[config.mk]
export PLATFORM = sky130hd
export DESIGN_NAME = param_updown_counter
export DESIGN_NICKNAME = d
export VERILOG_FILES = /design/src/rtl/param_updown_counter.sv
export SDC_FILE = /design/constraint.sdc
export NUM_CORES = 1
export LEC_CHECK = 0
export ABC_AREA = 1
export CAP_MARGIN = 10
export CORE_ASPECT_RATIO = 1.4
export CORE_MARGIN = 2
export CORE_UTILIZATION = 35
export DETAILED_ROUTE_END_ITERATION = 10
export HOLD_SLACK_MARGIN = 0.08
export SLEW_MARGIN = 10
export SYNTH_ARGS = -nofsm -noshare
export SYNTH_HDL_FRONTEND = slang
export SYNTH_SLANG_ARGS = --single-unit
export TNS_END_PERCENT = 1
[constraint.sdc]
create_clock -name clk -period 3.6 [get_ports clk]
set_input_delay 0.72 -clock clk [delete_from_list [all_inputs] [get_ports clk]]
set_output_delay 0.72 -clock clk [all_outputs]
set_load 0.02 [all_outputs]
[src/rtl/param_updown_counter.sv]
`default_nettype none
// ============================================================================
// Module   : param_updown_counter
// Purpose  : Parametrised up/down modulo counter with load, clear, prescaled
//            enable, wrap/saturate boundary handling and boundary flags.
// Revision : 1.0 - initial release
// ============================================================================
module param_updown_counter #(
   parameter int WIDTH    = 8,
   parameter int MAX_VAL  = 2**WIDTH - 1,
   parameter int SATURATE = 0,
   parameter int PRESCALE = 1
) (
   input  logic             clk,
   input  logic             rst_,
   input  logic             clear,
   input  logic             load,
   input  logic [WIDTH-1:0] data,
   input  logic             enable,
   input  logic             up_dn,
   output logic [WIDTH-1:0] count,
   output logic             at_max,
   output logic             at_zero,
   output logic             ovf,
   output logic             unf
);

   localparam logic [WIDTH-1:0] c_MAX = WIDTH'(MAX_VAL);
   localparam int               c_PW  = (PRESCALE > 1) ? $clog2(PRESCALE) : 1;

   logic [WIDTH-1:0] r_count;
   logic             r_ovf;
   logic             r_unf;
   logic             w_step;

   // clear and load take precedence over enable and restart the prescale phase
   generate
      if (PRESCALE > 1) begin : g_prescale
         localparam logic [c_PW-1:0] c_PLAST = c_PW'(PRESCALE - 1);
         logic [c_PW-1:0] r_presc;

         always_ff @(posedge clk or negedge rst_) begin
            if (!rst_) begin
               r_presc <= '0;
            end else if (clear || load) begin
               r_presc <= '0;
            end else if (enable) begin
               if (r_presc == c_PLAST) begin
                  r_presc <= '0;
               end else begin
                  r_presc <= r_presc + c_PW'(1);
               end
            end
         end

         assign w_step = enable && !clear && !load && (r_presc == c_PLAST);
      end else begin : g_noprescale
         assign w_step = enable && !clear && !load;
      end
   endgenerate

   always_ff @(posedge clk or negedge rst_) begin
      if (!rst_) begin
         r_count <= '0;
         r_ovf   <= 1'b0;
         r_unf   <= 1'b0;
      end else if (clear) begin
         r_count <= '0;
         r_ovf   <= 1'b0;
         r_unf   <= 1'b0;
      end else if (load) begin
         r_count <= (data > c_MAX) ? c_MAX : data;
         r_ovf   <= 1'b0;
         r_unf   <= 1'b0;
      end else if (w_step) begin
         if (up_dn) begin
            r_unf <= 1'b0;
            if (r_count == c_MAX) begin
               r_count <= (SATURATE != 0) ? c_MAX : '0;
               r_ovf   <= 1'b1;
            end else begin
               r_count <= r_count + WIDTH'(1);
               r_ovf   <= 1'b0;
            end
         end else begin
            r_ovf <= 1'b0;
            if (r_count == '0) begin
               r_count <= (SATURATE != 0) ? '0 : c_MAX;
               r_unf   <= 1'b1;
            end else begin
               r_count <= r_count - WIDTH'(1);
               r_unf   <= 1'b0;
            end
         end
      end else begin
         r_ovf <= 1'b0;
         r_unf <= 1'b0;
      end
   end

   assign count   = r_count;
   assign ovf     = r_ovf;
   assign unf     = r_unf;
   assign at_max  = (r_count == c_MAX);
   assign at_zero = (r_count == '0);

endmodule
`default_nettype wire

# --- Word level (Yosys, flattened, before mapping) ---
# Cells that the tools add are included.
totals:
  in_bits: 14
  wordCells: 30
  output_inout_bits: 12
  regBits: 10
op_classes:
  n_lt_le_gt_ge: 1
  n_eq_ne: 1
  reduce_logical: 6
  n_mux: 17
  add_sub_neg: 2
ops:
  columns: ["operator", "count"]
  rows:
  - ["8-bit 2-to-1 mux", 7]
  - ["1-bit 2-to-1 mux", 10]
  - ["8-bit by 1-bit adder with 8-bit output, second input constant", 1]
  - ["8-bit == test, second input constant", 1]
  - ["8-bit > comparator, second input constant", 1]
  - ["8-bit logical NOT", 1]
  - ["8-bit by 1-bit subtractor with 8-bit output, second input constant", 1]
  - ["3-bit nonzero test", 1]
  - ["1-bit logical AND", 2]
  - ["1-bit logical NOT", 2]

# --- Longest topological paths before layout ---
depth:
  depth_word: 6
  ltp_mapped: 11
  mapped_depth_nobuf: 10

# --- Worst setup path after synthesis ---
# OpenSTA, ideal clock, no wires.
synth_path:
  path_type: "flip-flop to output port"
  start: "reg r_count[0] (netlist: count[0])"
  end: "out at_max"
  n_path_buf: 0
  path_stages_with_launch: 6
  arrival_ns: 1.115
  required_time_ns: 2.880
  setup_slack_ns: 1.765
  path_cell_list: "dfrtp_1 ha_1 nand2_2 inv_2 nand3_2 inv_2"
synth_via:
  elab_chain_cells: 1
synth_lines:
  columns: ["element", "line", "rtl"]
  rows:
  - ["start, declared", "31", "logic [WIDTH-1:0] r_count;"]
  - ["start signal, assigned", "72", "r_count <= (data > c_MAX) ? c_MAX : data;"]
  - ["start signal, assigned", "79", "r_count <= (SATURATE != 0) ? c_MAX : '0;"]
  - ["start signal, assigned", "82", "r_count <= r_count + WIDTH'(1);"]
  - ["8-bit == test", "104", "assign at_max = (r_count == c_MAX);"]
  - ["end, declared", "22", "output logic at_max,"]
# Every way passes these cells.

# --- Worst setup path after layout ---
layout_path:
  start: "reg r_count[0] (netlist: count[0])"
  end: "out at_zero"
layout_via:
  elab_chain_cells: 1
layout_lines:
  columns: ["element", "line", "rtl"]
  rows:
  - ["8-bit logical NOT", "105", "assign at_zero = (r_count == '0);"]
  - ["end, declared", "23", "output logic at_zero,"]
# Every way passes these cells.

==> impl_metrics.ini <==
[yosys]
synthCells = 152
syn_area_sq_um = 928
ys_warn_count = 0
ys_seq_area_share_pct = 27.0
syn_nets = 169
ys_seq_elements = 10
synth.largest_area_cell = dfrtp_1
yosysUniqueCellTypes = 23
yosysTopAreaCellShare_pct = 27.0
synth.area.top_cells = dfrtp_1, nand2_1, inv_1
synth_area_per_cell_sq_um = 6.11

[sta]
setup_tns_ns = 0
fin_crit_sh_pct = 72.9
whs_ns = 0.635
fmax_mhz = 381
rsz0062_at_grt = false
period_needed_ns = 2.62
maxSlewHeadroom_pct = 69.9
hold_violations = 0
slew_viol_final = 0
worst_slew_pin_slew_ns = 0.451
clock_skew_ns = 0.000550
setup_viol_count_final = 0

[power_and_ir_drop]
p_leak_nw = 0.602
cellPowerDensity_mw_per_mm2 = 321
vdd_drop_max_uv = 153

[grt]
antenna_found_initial = 0
grt_max_degree = 12
grt_pass1_wl_microns = 3900
grt_util_all_layers_pct = 17.5
grt_pass1_vias = 914
grt_overflow = 0

[clock_tree]
cts_tree = built
clock_sinks = 10
cts_setup_buffers = 0
clk_pin_slew_worst_paths_ns = 0.07
clk_latency_ns = 0.26
cts_hold_buf = 0
cts_buffer_depth = 2
post_cts_resized = 0
htreeDepth = 1
cts_made_buffers = 3
cts_root_buffer = clkbuf_4

[run_status]
status = finished clean

[finish]
final_cells = 212
layout_commonest_cell = nand2_1
fin_nets = 194
area_delta_synth_final_pct = 32.9
regArea_sq_um = 250
drive_above_1_share_pct = 9.09
nFillCells = 259
multi_input_area_sq_um = 551
n_antenna_cell = 0
layout_common_cells = nand2_1, clkdlybuf4s50_1, inv_1
finish.instance_area_sq_mm = 0.00123

[placed_design]
post-dp-hpwl_microns = 1980
place_congestion = 0.857
port_buffers = 25
placed_cells = 208
post_dp_cell_area_sq_mm = 0.00120

[route]
drtPass1Iterations = 4
routedWlPerCell_microns = 11.0
post_drt_via_cell_ratio = 4.70
final_antenna_net_count = 0
routed-via-count = 997
drt_first_iter_violations = 28
drc = 0
drt_wl_total_microns = 2330

[critical_path]
worstPathArrival_ns = 1.90
r2r_end = count[5]$_DFFE_PN0P_
worstPathMaxFanout = 6
cp-startpoint = count[0]$_DFFE_PN0P_
r2r_start = count[0]$_DFFE_PN0P_
slowest_delay_ns = 0.62
worst-r2r-cell-count = 10
crit_required_ns = 2.88
r2r_setup_slack_ns = 2.04
crit_type = flip-flop to output pin
endpoint = at_zero
end_kind = output pin
start_kind = flip-flop
slowest_stage = clkdlybuf4s50_1
worstPathCellList = inv_1 > ha_1 > nand2_1 > nor2_4 > clkdlybuf4s50_1

[worst_hold_path]
hold_path_class = flip-flop to flip-flop

[floorplan]
core_region_area_sq_mm = 0.00256
rows = 22
die_x_microns = 47.5
start_util_pct = 36.3
die-area_sq_mm = 0.00309
io_pins = 26
die_y_microns = 64.9

[job]
max-cap-violations = 0
## per-stage QoR
stage | power, mW | util, % | setup WS [ns]
6_report | 0.397 | 48.2 | 0.975
5_1_grt | 0.425 | 48.2 | 0.881
4_1_cts | 0.400 | 48.2 | 0.964
3_5_place_dp | 0.300 | 46.8 | 1.26
3_3_place_gp | 0.297 | 46.8 | 1.30
2_1_floorplan | 0.241 | - | 1.76
## cells in the mapped netlist
cell,instances
inv_1,23
buf_4,1
nand2_2,2
xor2_1,2
clkbuf_1,1
ha_1,3
a21oi_1,5
nand4_1,2
nand2_1,47
nor2_1,8
clkinv_1,1
xnor2_1,1
nor2_4,2
nand3_2,2
dfrtp_1,10
nand3_1,12
o22ai_1,2
buf_2,3
o21ai_0,15
inv_2,3
o21ai_1,3
or2_0,1
nor2_2,3
## power by group
| part | switching, mW | internal [mW] |
|---|---|---|
| clock network | 0.0386 | 0.0613 |
| registers | 0.0208 | 0.121 |
| logic | 0.0868 | 0.0677 |
| total | 0.146 | 0.250 |
## flip-flops by register name, summed over array words and instances (netlist names)
register	cells
count	8
ovf	1
unf	1
## how the worst min path moves through the flow
stage	depth (start not counted)	start	end	slack, ns
detailed placement	2	count[7]$_DFFE_PN0P_	count[7]$_DFFE_PN0P_	0.63
CTS	2	count[7]$_DFFE_PN0P_	count[7]$_DFFE_PN0P_	0.64
floorplan	0	rst_	count[0]$_DFFE_PN0P_	0.42
finish	2	count[7]$_DFFE_PN0P_	count[7]$_DFFE_PN0P_	0.64
global placement	2	count[7]$_DFFE_PN0P_	count[7]$_DFFE_PN0P_	0.63
global route	2	count[7]$_DFFE_PN0P_	count[7]$_DFFE_PN0P_	0.69
## layer usage
layer | global-route usage (%) | up-vias | wire length [microns]
met5 | 0 | - | 0
met3 | 2.51 | 2 | 78
met1 | 19.2 | 446 | 940
met2 | 31.8 | 30 | 1300
li1 | - | 519 | -
met4 | 6.25 | 0 | 16
## cell families after synthesis
group           count (synthesis)  share of synthesized area [%]
flops                          10                           27.0
simple gates                   79                           38.7
fa+ha+maj                       3                           4.04
compound gates                 25                           13.7
xor+xnor                        3                           2.83
buf+inv                        32                           13.7
## critical path: cells and delay by family, from the launching register on
kind	cells	cell delay, ns
adder cells (fa/ha/maj)	1	0.16
buffers and inverters	2	0.77
flip-flops	1	0.45
AND/OR/NAND/NOR	2	0.26
## final cells by class
type | count | share of cell area (%)
multi-input cells | 110 | 44.6
flip-flops and latches | 10 | 20.3
repair buffers | 25 | 20.3
inverters | 27 | 8.22
well taps | 36 | 3.65
clock buffers | 4 | 2.94
No activity file was read; power rests on OpenSTA's default activity.
